File: src/rtl/dfi_phy_lite_resp.sv
// Lightweight DFI PHY responder: init handshake, ctrlupd/low-power acks, fixed-latency read return.
// Read valid lags rddata_en by C_TPHY_RDLAT cycles; no backpressure, every enable returns one valid beat.
module dfi_phy_lite_resp #(
    parameter int C_DFI_FREQ_RATIO   = 4,
    parameter int C_DFI_DATAEN_WIDTH = 4,
    parameter int C_DFI_DATA_WIDTH   = 32,
    parameter int C_INIT_CYCLES      = 16,
    parameter int C_TPHY_RDLAT       = 6,
    parameter int C_TCTRLUPD_ACK     = 2,
    parameter int C_TLP_ACK          = 3
) (
    input  logic                                          clk,
    input  logic                                          rst_n,
    input  logic                                          dfi_init_start,
    output logic                                          dfi_init_complete,
    input  logic                                          dfi_ctrlupd_req,
    output logic                                          dfi_ctrlupd_ack,
    output logic                                          dfi_phyupd_req,
    output logic [1:0]                                    dfi_phyupd_type,
    input  logic                                          dfi_lp_ctrl_req,
    input  logic                                          dfi_lp_data_req,
    output logic                                          dfi_lp_ack,
    input  logic [C_DFI_DATAEN_WIDTH*C_DFI_FREQ_RATIO-1:0] dfi_rddata_en,
    output logic [C_DFI_DATAEN_WIDTH*C_DFI_FREQ_RATIO-1:0] dfi_rddata_valid,
    output logic [C_DFI_DATA_WIDTH*C_DFI_FREQ_RATIO-1:0]   dfi_rddata
);

    localparam int EN_W   = C_DFI_DATAEN_WIDTH * C_DFI_FREQ_RATIO;
    localparam int INIT_W = $clog2(C_INIT_CYCLES + 1);
    localparam int UPD_W  = $clog2(C_TCTRLUPD_ACK + 1);
    localparam int LP_W   = $clog2(C_TLP_ACK + 1);

    // The state register itself costs one cycle, so the counters stop two short of the target delay.
    localparam logic [INIT_W-1:0] INIT_LAST = INIT_W'((C_INIT_CYCLES > 1) ? C_INIT_CYCLES - 2 : 0);
    localparam logic [UPD_W-1:0]  UPD_LAST  = UPD_W'((C_TCTRLUPD_ACK > 1) ? C_TCTRLUPD_ACK - 2 : 0);
    localparam logic [LP_W-1:0]   LP_LAST   = LP_W'((C_TLP_ACK > 1) ? C_TLP_ACK - 2 : 0);

    typedef enum logic [1:0] {INIT_IDLE, INIT_RUN, INIT_DONE} init_state_t;
    typedef enum logic [1:0] {UPD_IDLE, UPD_WAIT, UPD_ACK} upd_state_t;
    typedef enum logic [1:0] {LP_IDLE, LP_WAIT, LP_ACK} lp_state_t;

    init_state_t       init_state, init_nxt;
    upd_state_t        upd_state, upd_nxt;
    lp_state_t         lp_state, lp_nxt;
    logic [INIT_W-1:0] init_cnt, init_cnt_nxt;
    logic [UPD_W-1:0]  upd_cnt, upd_cnt_nxt;
    logic [LP_W-1:0]   lp_cnt, lp_cnt_nxt;
    logic              init_prev;
    logic              init_rise;
    logic              init_complete;
    logic              lp_req;
    logic              upd_start;
    logic              lp_start;
    logic [31:0]       beat_cnt;
    logic [EN_W-1:0]   rd_dly [C_TPHY_RDLAT];

    assign init_rise     = dfi_init_start & ~init_prev;
    assign init_complete = (init_state == INIT_DONE);
    assign lp_req        = dfi_lp_ctrl_req | dfi_lp_data_req;

    // Ctrlupd wins a simultaneous request; each side waits for the other to be idle.
    assign upd_start = (upd_state == UPD_IDLE) && init_complete && dfi_ctrlupd_req && (lp_state == LP_IDLE);
    assign lp_start  = (lp_state == LP_IDLE) && init_complete && lp_req &&
                       (upd_state == UPD_IDLE) && !upd_start;

    always_ff @(posedge clk or negedge rst_n) begin
        if (!rst_n) begin
            init_state <= INIT_IDLE;
            upd_state  <= UPD_IDLE;
            lp_state   <= LP_IDLE;
            init_cnt   <= '0;
            upd_cnt    <= '0;
            lp_cnt     <= '0;
            init_prev  <= 1'b0;
        end else begin
            init_state <= init_nxt;
            upd_state  <= upd_nxt;
            lp_state   <= lp_nxt;
            init_cnt   <= init_cnt_nxt;
            upd_cnt    <= upd_cnt_nxt;
            lp_cnt     <= lp_cnt_nxt;
            init_prev  <= dfi_init_start;
        end
    end

    always_comb begin
        init_nxt     = init_state;
        init_cnt_nxt = init_cnt;
        case (init_state)
            INIT_IDLE: begin
                if (init_rise) begin
                    init_cnt_nxt = '0;
                    init_nxt     = (C_INIT_CYCLES > 1) ? INIT_RUN : INIT_DONE;
                end
            end
            INIT_RUN: begin
                if (!dfi_init_start)
                    init_nxt = INIT_IDLE;
                else if (init_cnt == INIT_LAST)
                    init_nxt = INIT_DONE;
                else
                    init_cnt_nxt = init_cnt + 1'b1;
            end
            INIT_DONE: begin
                if (init_rise) begin
                    init_cnt_nxt = '0;
                    init_nxt     = INIT_RUN;
                end
            end
            default: init_nxt = INIT_IDLE;
        endcase
    end

    always_comb begin
        upd_nxt     = upd_state;
        upd_cnt_nxt = upd_cnt;
        case (upd_state)
            UPD_IDLE: begin
                if (upd_start) begin
                    upd_cnt_nxt = '0;
                    upd_nxt     = (C_TCTRLUPD_ACK > 1) ? UPD_WAIT : UPD_ACK;
                end
            end
            UPD_WAIT: begin
                if (!dfi_ctrlupd_req)
                    upd_nxt = UPD_IDLE;
                else if (upd_cnt == UPD_LAST)
                    upd_nxt = UPD_ACK;
                else
                    upd_cnt_nxt = upd_cnt + 1'b1;
            end
            UPD_ACK: begin
                if (!dfi_ctrlupd_req)
                    upd_nxt = UPD_IDLE;
            end
            default: upd_nxt = UPD_IDLE;
        endcase
    end

    always_comb begin
        lp_nxt     = lp_state;
        lp_cnt_nxt = lp_cnt;
        case (lp_state)
            LP_IDLE: begin
                if (lp_start) begin
                    lp_cnt_nxt = '0;
                    lp_nxt     = (C_TLP_ACK > 1) ? LP_WAIT : LP_ACK;
                end
            end
            LP_WAIT: begin
                if (!lp_req)
                    lp_nxt = LP_IDLE;
                else if (lp_cnt == LP_LAST)
                    lp_nxt = LP_ACK;
                else
                    lp_cnt_nxt = lp_cnt + 1'b1;
            end
            LP_ACK: begin
                if (!lp_req)
                    lp_nxt = LP_IDLE;
            end
            default: lp_nxt = LP_IDLE;
        endcase
    end

    always_ff @(posedge clk or negedge rst_n) begin
        if (!rst_n) begin
            for (int i = 0; i < C_TPHY_RDLAT; i++)
                rd_dly[i] <= '0;
            beat_cnt <= '0;
        end else begin
            rd_dly[0] <= init_complete ? dfi_rddata_en : '0;
            for (int i = 1; i < C_TPHY_RDLAT; i++)
                rd_dly[i] <= rd_dly[i-1];
            if (|dfi_rddata_valid)
                beat_cnt <= beat_cnt + 32'(C_DFI_FREQ_RATIO);
        end
    end

    always_comb begin
        dfi_rddata = '0;
        if (|dfi_rddata_valid) begin
            for (int p = 0; p < C_DFI_FREQ_RATIO; p++)
                dfi_rddata[p*C_DFI_DATA_WIDTH +: C_DFI_DATA_WIDTH] = C_DFI_DATA_WIDTH'(beat_cnt + 32'(p));
        end
    end

    assign dfi_rddata_valid  = rd_dly[C_TPHY_RDLAT-1];
    assign dfi_init_complete = init_complete;
    assign dfi_ctrlupd_ack   = (upd_state == UPD_ACK);
    assign dfi_lp_ack        = (lp_state == LP_ACK);
    assign dfi_phyupd_req    = 1'b0;
    assign dfi_phyupd_type   = 2'b00;

endmodule

File: config.mk
export PLATFORM = sky130hd
export DESIGN_NAME = dfi_phy_lite_resp
export DESIGN_NICKNAME = d
export VERILOG_FILES = /design/src/rtl/dfi_phy_lite_resp.sv
export SDC_FILE = /design/constraint.sdc
export NUM_CORES = 1
export LEC_CHECK = 0
export ABC_CLOCK_PERIOD_IN_PS = 4600
export BUFFER_PORTS_ARGS = -buffer_cell sky130_fd_sc_hd__buf_2
export CAP_MARGIN = 25
export CORE_MARGIN = 3
export CORE_UTILIZATION = 45
export CTS_CLUSTER_DIAMETER = 150
export DETAILED_ROUTE_END_ITERATION = 12
export PLACE_DENSITY = 0.82
export SKIP_CTS_REPAIR_TIMING = 1
export SYNTH_ARGS = -nofsm -noshare
export SYNTH_HDL_FRONTEND = slang
export SYNTH_SLANG_ARGS = --single-unit
File: constraint.sdc
create_clock -name clk -period 4.6 [get_ports clk]
set_clock_uncertainty 0.1 [all_clocks]
set_input_delay 0.23 -clock clk [delete_from_list [all_inputs] [get_ports clk]]
set_output_delay 0.23 -clock clk [all_outputs]
set_load 0.005 [all_outputs]
* Word-level counts from Yosys, hierarchy flattened *
Index checks and enable logic that the tools add are counted.

word-level totals
  flip-flop bits (word level) = 144
  input port bits = 22
  output and inout port bits = 150
  logic and storage cells = 97

cells by class
  add/sub/neg operators = 7
  equality and inequality tests = 22
  mux-type cells = 28
  bitwise operators = 3
  reduce and logical (&&, ||, !) cells = 23

operators by type and width
  cell                                                                    count
  128-bit two-way mux                                                     1
  32-bit by 2-bit adder with 32-bit output (second input constant)        2
  2-bit two-way mux                                                       17
  32-bit by 1-bit adder with 32-bit output (second input constant)        1
  32-bit by 3-bit adder with 32-bit output (second input constant)        1
  2-bit != test (second input constant)                                   10
  16-bit two-way mux                                                      1
  16-bit OR reduction                                                     1
  5-bit two-way mux                                                       3
  2-bit one-hot mux with 2 select lines                                   3
  2-bit one-hot mux with 3 select lines                                   2
  4-bit AND reduction                                                     3
  5-bit one-hot mux with 2 select lines                                   1
  3-bit != test (second input constant)                                   3
  2-bit by 1-bit equality test with 1-bit output (second input constant)  4
  2-bit logical NOT                                                       4
  1-bit logical AND                                                       7
  2-bit equality test (second input constant)                             3
  3-bit AND reduction                                                     2
  2-bit nonzero test                                                      3
  5-bit by 1-bit adder with 5-bit output (second input constant)          1
  5-bit by 4-bit equality test with 1-bit output (second input constant)  1
  2-bit by 1-bit adder with 2-bit output (second input constant)          2
  2-bit by 1-bit != test with 1-bit output (second input constant)        1
  other kinds (6)                                                         6

* Depth between registers and ports, before layout *
Gate-level depths: netlist of run 1.

  depth in word-level cells = 8
  mapped depth = 6
  mapped depth without buffers = 6

* Worst setup path before layout of run 1 *
No wires, ideal clock.

  path kind = flip-flop to output port
  from = register rd_dly (netlist bit dfi_rddata_valid[9])
  to = output dfi_rddata[121]
  arrival = 1.890 ns
  path slack = 2.380 ns
  stages on the path, launching flop included = 7
  cell sequence = dfrtp_1 -> or4_4 -> nor4_4 -> inv_2 -> clkbuf_1 -> and2_1 -> buf_4

on the way
  cells in the longest elaborated chain, start to end = 2

RTL lines
  item                               line  text
  from (decl)                        55    logic [EN_W-1:0] rd_dly [C_TPHY_RDLAT];
  from (signal, indexed assignment)  174   rd_dly[i] <= rd_dly[i-1];
  16-bit OR reduction                182   if (|dfi_rddata_valid) begin
  128-bit two-way mux                182
  to (decl)                          25    output logic [C_DFI_DATA_WIDTH*C_DFI_FREQ_RATIO-1:0] dfi_rddata

No other way between the ends.

* Final worst setup path of run 1 *
  from = register rd_dly (netlist bit dfi_rddata_valid[9])
  to = output dfi_rddata[5]

Same word-level chain as after synthesis.

==> results of run 1 <==
[cell families after synthesis]
kind of cell	count (synthesis)	synth area share
and+or+nand+nor	146	0.1595
DFF	142	0.6049
buffers and inverters	134	0.1638
xor gates and xnor gates	31	0.04622
AOI/OAI and AO/OA	12	0.01257
adders and majority gates	5	0.01065
other	1	0.0006384
muxes	1	0.001704
[synthesized netlist by cell type (5+ instances only)]
master / count / share of area
ha_1: 5 / 0.011
clkbuf_1: 5 / 0.0032
nor3_1: 7 / 0.0060
nand3_1: 16 / 0.014
dfrtp_1: 142 / 0.60
and3_1: 5 / 0.0053
xor2_1: 19 / 0.028
and2_1: 48 / 0.051
xnor2_1: 12 / 0.018
o21ai_0: 7 / 0.0060
nor4_2: 6 / 0.013
nand4_1: 13 / 0.014
inv_1: 8 / 0.0051
nor4_1: 5 / 0.0053
buf_4: 116 / 0.15
nor2_1: 8 / 0.0051
nand2_1: 15 / 0.0096
[placed cells by master (no fill, tap or decap), drive strengths merged]
cell and count:
buf 166, dfrtp 142, and2 48, dlygate4sd3 21
clkbuf 20, xor2 19, nand3 16, inv 16
nand2 15, nand4 14, xnor2 12, nor4 12
nor2 8, nor3 8, o21ai 7, conb 7
or4 6, and3 5, ha 5, clkinv 5
and3b 3, nor2b 2, nor3b 2, o22a 2
and4 2, o21a 2, nor4b 2, nand2b 1
mux2i 1, nand4b 1, o22ai 1, or3 1
[state kept, by name, indices dropped and copies added, names as in the netlist, 5 cells and up]
signal / flops
rd_dly: 80
dfi_rddata_valid: 16
init_cnt: 5
beat_cnt: 30
[metal layers]
metal / wire [um] / GRT usage / vias to the layer above
li1: - / - / 1608
met2: 5406 / 0.2494 / 126
met4: 97 / 0.04674 / 0
met1: 3547 / 0.1469 / 1635
met3: 826 / 0.05753 / 8
met5: 0 / 0 / -
[final cells by class]
type / count / area, sq um / area share
Tap cell: 172 / 215.2 / 0.03164
Sequential cell: 142 / 3553 / 0.5224
Clock inverter: 12 / 98.84 / 0.01453
Inverter: 9 / 33.78 / 0.004967
Clock buffer: 20 / 466.7 / 0.06862
Timing Repair Buffer: 187 / 1052 / 0.1547
Multi-Input combinational cell: 202 / 1381 / 0.2031
[final timing paths]
path	to	slack, ns
min	lp_state[0]$_DFFE_PN0P_	0.03
min reg2reg	rd_dly[55]$_DFF_PN0_	0.24
max reg2reg	beat_cnt[2]$_DFFE_PN0N_	2.25
min in group asynchronous	init_prev$_DFF_PN0_	0.30
max in group asynchronous	rd_dly[26]$_DFF_PN0_	2.86
max	dfi_rddata[5]	1.62
[worst max-delay path: stages (launching register included)]
cell	delay, ns
dfrtp_1	0.37
or4_4	0.55
nor4_4	0.27
buf_4	0.30
inv_2	0.29
and2_1	0.32
buf_2	0.15
[report_power, final]
| group | internal [uW] | leakage, uW | switching (uW) |
|---|---|---|---|
| combinational | 31.9 | 0.00164 | 44.0 |
| sequential | 1260 | 0.00196 | 11.7 |
| clock | 746 | 0.000286 | 517 |
[per-stage QoR]
step	instances	area [sq um]	setup WS (ns)	power, uW
floorplan	478	5897	2.380	1322
global placement	691	6026	2.029	1353
detailed placement	691	6026	1.978	1361
CTS	723	6591	1.526	2637
global route	744	6802	1.394	2719
finish	744	6802	1.616	2614
==> impl_metrics.csv, run 1 <==
group,metric,value,unit
run_status,status,"finished clean",
floorplanning,die_height,120.3,um
sta,slew_headroom,0.4615,
sta,holdWs,0.03058,ns
synthesis,synthDistinctLibCells,39,
setup_path,cp-startpoint,"dfi_rddata_valid[9]$_DFF_PN0_",
drt,post_drt_wl_per_cell,13.28,um
sta,fmax,335.2,MHz
sta,setup-tns-final,0,ns
setup_path,rr_worst_depth,6,
setup_path,path_class,"reg -> out",
synthesis,synth_seq_cells,142,
layout,drive_gt1_frac,0.3706,
clocking,cts_tree,"done",
synthesis,avgSynthCellArea,12.45,sq um
drt,drtIter0Drc,184,
clocking,htreeDepth,4,
global_routing,grt_pass1_vias,3107,
pwr,p_leak,0.003891,uW
layout,nFillCells,1049,
clocking,clock_path_buffers,2,
sta,period_needed,2.984,ns
sta,hold_viol,0,
synthesis,syn_area,0.005874,sq mm
synthesis,ys_warn_count,0,
floorplanning,start_util,0.4636,
synthesis,synth_cells,472,
min_path,min_from,"dfi_lp_data_req",
floorplanning,row_count,41,
drt,wl,9878,um
global_routing,gr-total-overflow,0,
floorplanning,die_x,120.3,um
layout,diodes,0,
placed_design,dpl.hpwl,7037,um
placed_design,portBuffers,164,
layout,area_growth,15.78,%
min_path,worstHoldPathCells,2,
floorplanning,dieArea,0.01446,sq mm
sta,grt_setup_unrepaired,"false",
clocking,clkLatencyLatePin,0.41,ns
drt,vias_per_cell,4.539,
run,drv_cap,0,
clocking,cts_root_buf,"clkbuf_16",
min_path,min_path_type,"in -> reg",
synthesis,ys.flop_type,"dfrtp_1",
floorplanning,core,0.01267,sq mm
clocking,path_clk_slew,0.06,ns
setup_path,worstSetupStartpointType,"flip-flop",
synthesis,ys_seq_area_frac,0.6049,
setup_path,critPathCaptureType,"output port",
global_routing,antenna_found_initial,0,
sta,slew_violations,0,
global_routing,grt_max_degree,73,
clocking,clock-sinks,142,
synthesis,async_flop_share,1.000,
synthesis,synth_edf_count,0,
setup_path,r2r-start,"dfi_rddata_valid[9]$_DFF_PN0_",
placed_design,place_congestion,0.8200,
floorplanning,pin_count,172,
clocking,cts-buffers-inserted,17,
setup_path,cp.required,4.27,ns
layout,fin_nets,586,
drt,firstDrtPassIters,4,
setup_path,cp_max_fo,46,
drt,drc,0,
pwr,powerDensity,384.3,mW/mm^2
drt,postRouteAntennaNets,0,
sta,period_share,0.6486,
sta,setup_viol,0,
sta,max_slew.worst_pin.slew,0.8077,ns
setup_path,worst_ep_arrival_time,2.65,ns
pwr,peakVddDrop,0.0002568,V
global_routing,grt_use_total,0.1387,
layout,finalCoreUtilization,0.5368,
global_routing,grt_pass1_wl,15290,um
drt,routed-via-count,3377,
Note: power is estimated with default switching activity, not from simulation.
==> run 2, diff against run 1 <==
ABC_AREA = 1   (was default)
ABC_CLOCK_PERIOD_IN_PS = 2700   (was 4600)
PLACE_DENSITY = 0.84   (was 0.82)
clock period = 2.7 ns   (was 4.6 ns; I/O delays follow)
==> run 2 against run 1 <==
  * The run now ends with negative hold slack left
  * Cell area up 6.4%
  * Critical path depth up 1
  * Final cell count up 26%
  * Non-clock buffer count down 1
  * Die area up 5.7%
  * Sequential cell count unchanged
  * Total power up 90%
  * Synthesized cell count up 40%
  * Sequential power up 77%
  * Clock power up 93%
  * Critical endpoint is now dfi_rddata[56]
  * Largest cell class unchanged
==> impl_metrics.csv, run 2 <==
group,metric,value,unit
layout,final_cell_mix,"buf_2, dfrtp_1, nand2_1",
layout,nFillCells,1152,
pwr,p_leak,0.004021,uW
sta,setup_viol,0,
setup_path,worstSetupStartpointType,"flip-flop",
pwr,peakVddDrop,0.0004677,V
layout,layout_commonest_cell,"buf_2",
layout,fin_nets,775,
drt,firstDrtPassIters,7,
clocking,cts_tree,"done",
synthesis,synth_edf_count,0,
global_routing,grt_use_total,0.1601,
layout,top_register,"rd_dly",
sta,max_slew.worst_pin.slew,0.7187,ns
run_status,status,"finished, violations left",
sta,fmax,427.8,MHz
global_routing,grt_pass1_wl,18490,um
placed_design,place_congestion,0.8141,
global_routing,grt_most_used_layer,"met2",
synthesis,avgSynthCellArea,9.425,sq um
synthesis,syn_area,0.006230,sq mm
synthesis,synth_cells,661,
floorplanning,die_height,123.7,um
clocking,cts_root_buf,"clkbuf_16",
pwr,p_sw,1166,uW
layout,seq_area,0.003553,sq mm
placed_design,portBuffers,164,
pwr,pwr-share-seq,0.454,
floorplanning,die_x,123.7,um
synthesis,synth.area.top_cells,"dfrtp_1, buf_4, nand2_1",
floorplanning,core,0.01340,sq mm
sta,period_share,0.8658,
synthesis,yosysMostFrequentCell,"dfrtp_1",
floorplanning,row_count,42,
sta,grt_setup_unrepaired,"false",
clocking,cts-buffers-inserted,17,
synthesis,synth_top_cell_by_area,"dfrtp_1",
sta,slew_violations,0,
clocking,clock-sinks,142,
setup_path,rr_worst_depth,7,
pwr,sw_frac_of_total,0.2351,
global_routing,grt_max_degree,63,
drt,postRouteAntennaNets,0,
min_path,min_path_type,"in -> reg",
drt,post_drt_wl_per_cell,12.97,um
layout,area_growth,16.15,%
setup_path,worst_ep_arrival_time,2.10,ns
synthesis,ys.flop_type,"dfrtp_1",
floorplanning,start_util,0.4649,
synthesis,ys_seq_area_frac,0.5704,
sta,holdWs,-0.04075,ns
global_routing,grt_pass1_vias,3823,
run_status,violations,"negative hold slack",
pwr,powerDensity,685.5,mW/mm^2
clocking,path_clk_slew,0.06,ns
clocking,clkLatencyLatePin,0.42,ns
drt,wl,12150,um
synthesis,async_flop_share,1.000,
synthesis,synth_seq_cells,142,
drt,routed-via-count,4215,
placed_design,dpl.hpwl,8110,um
pwr,clkPwrFrac,0.489,
setup_path,cp.required,2.47,ns
drt,drc,0,
clocking,clock_path_buffers,2,
drt,drtIter0Drc,327,
global_routing,antenna_found_initial,1,
layout,multi_input_area,0.001526,sq mm
sta,hold_viol,1,
setup_path,cp_max_fo,40,
sta,period_needed,2.338,ns
min_path,worstHoldPathCells,5,
synthesis,synthDistinctLibCells,26,
global_routing,gr-total-overflow,0,
pwr,total_power,4960,uW
sta,setup-tns-final,0,ns
sta,slew_headroom,0.5202,
synthesis,synth_commonest_cells,"dfrtp_1, nand2_1, buf_4, nor2_1, inv_1",
layout,drive_gt1_frac,0.2895,
global_routing,grt_util_met2,0.2528,
floorplanning,pin_count,172,
layout,largest_reg_flops,80,
pwr,pwr-share-comb,0.057,
setup_path,path_class,"reg -> out",
run,drv_cap,0,
pwr,cell_internal_pwr,3794,uW
setup_path,critPathCaptureType,"output port",
global_routing,met1_usage,0.2076,
floorplanning,dieArea,0.01529,sq mm
synthesis,ys_warn_count,0,
clocking,htreeDepth,4,
global_routing,grtUsageMet3,0.04768,
drt,vias_per_cell,4.498,
synthesis,netlist.area_leader.share,0.5704,
[run 2: cell count changes in the layout (fill, tap and decap cells not counted), moves of 6 or more]
cell / delta
and2_1: -48
inv_1: +57
nand2_1: +117
nand4_1: -8
nor2_1: +96
nor4_2: -6
xnor2_1: -12
[run 2: cell type report]
class                      count  area share
clock inverter                13     0.02473
tap                          176     0.03043
multi-input combinational    331      0.2110
antenna                        1   0.0003458
timing repair buffer         186      0.1454
sequential                   142      0.4911
inverter                      70     0.03631
clock buffer                  18     0.06070
[run 2: power by group through the flow]
stage / Combinational (uW) / Clock (uW) / Sequential (uW)
global placement: 243 / 0 / 2280
finish: 281 / 2430 / 2250
detailed placement: 256 / 0 / 2290
floorplan: 162 / 0 / 2270
CTS: 261 / 2480 / 2250
global route: 325 / 2590 / 2260
[run 2: stage by stage]
step                hold slack [ns]  setup slack [ns]  cells  area [sq um]  utilization
floorplan                   -0.2606             1.222    667          6252            -
global route                0.01172            0.1079    937          7236       0.5400
detailed placement         -0.01267            0.8169    886          6425       0.4795
global placement           -0.01709            0.8526    886          6425       0.4795
finish                     -0.04075            0.3622    937          7236       0.5400
CTS                         -0.4598            0.3212    917          7043       0.5256
[run 2: layer usage]
layer  vias to the layer above  share of wire
li1                       2053              -
met1                      1976           0.42
met2                       168           0.50
met3                        18          0.067
met4                         0          0.017
met5                         -              0
[run 2: final timing paths]
path,end,slack [ns],startpoint
max,dfi_rddata[56],0.36,dfi_rddata_valid[0]$_DFF_PN0_
min,lp_state[1]$_DFFE_PN0P_,-0.04,dfi_lp_data_req
min in group asynchronous,rd_dly[90]$_DFF_PN0_,0.10,rst_n
max reg2reg,beat_cnt[2]$_DFFE_PN0N_,0.89,dfi_rddata_valid[0]$_DFF_PN0_
min reg2reg,rd_dly[45]$_DFF_PN0_,0.25,rd_dly[61]$_DFF_PN0_
max in group asynchronous,init_prev$_DFF_PN0_,1.62,rst_n
[run 2: cell families (layout without fill, tap and decap cells)]
logic type	count (synthesis)	after routing	share of synthesized area
XOR/XNOR	16	16	0.02249
AND/OR/NAND/NOR	285	285	0.1924
flip-flops	142	142	0.5704
AO/OA/AOI/OAI	18	18	0.01587
other	1	8	0.0006020
adder cells (fa/ha/maj)	5	5	0.01004
buffers and inverters	194	287	0.1882
[run 2: worst max-delay path: stages (launching register included)]
cell	delay, ns
dfrtp_1	0.38
nor2_1	0.12
nand2_1	0.07
nor2_1	0.12
nand2_1	0.09
inv_2	0.53
nor2_1	0.17
buf_2	0.18
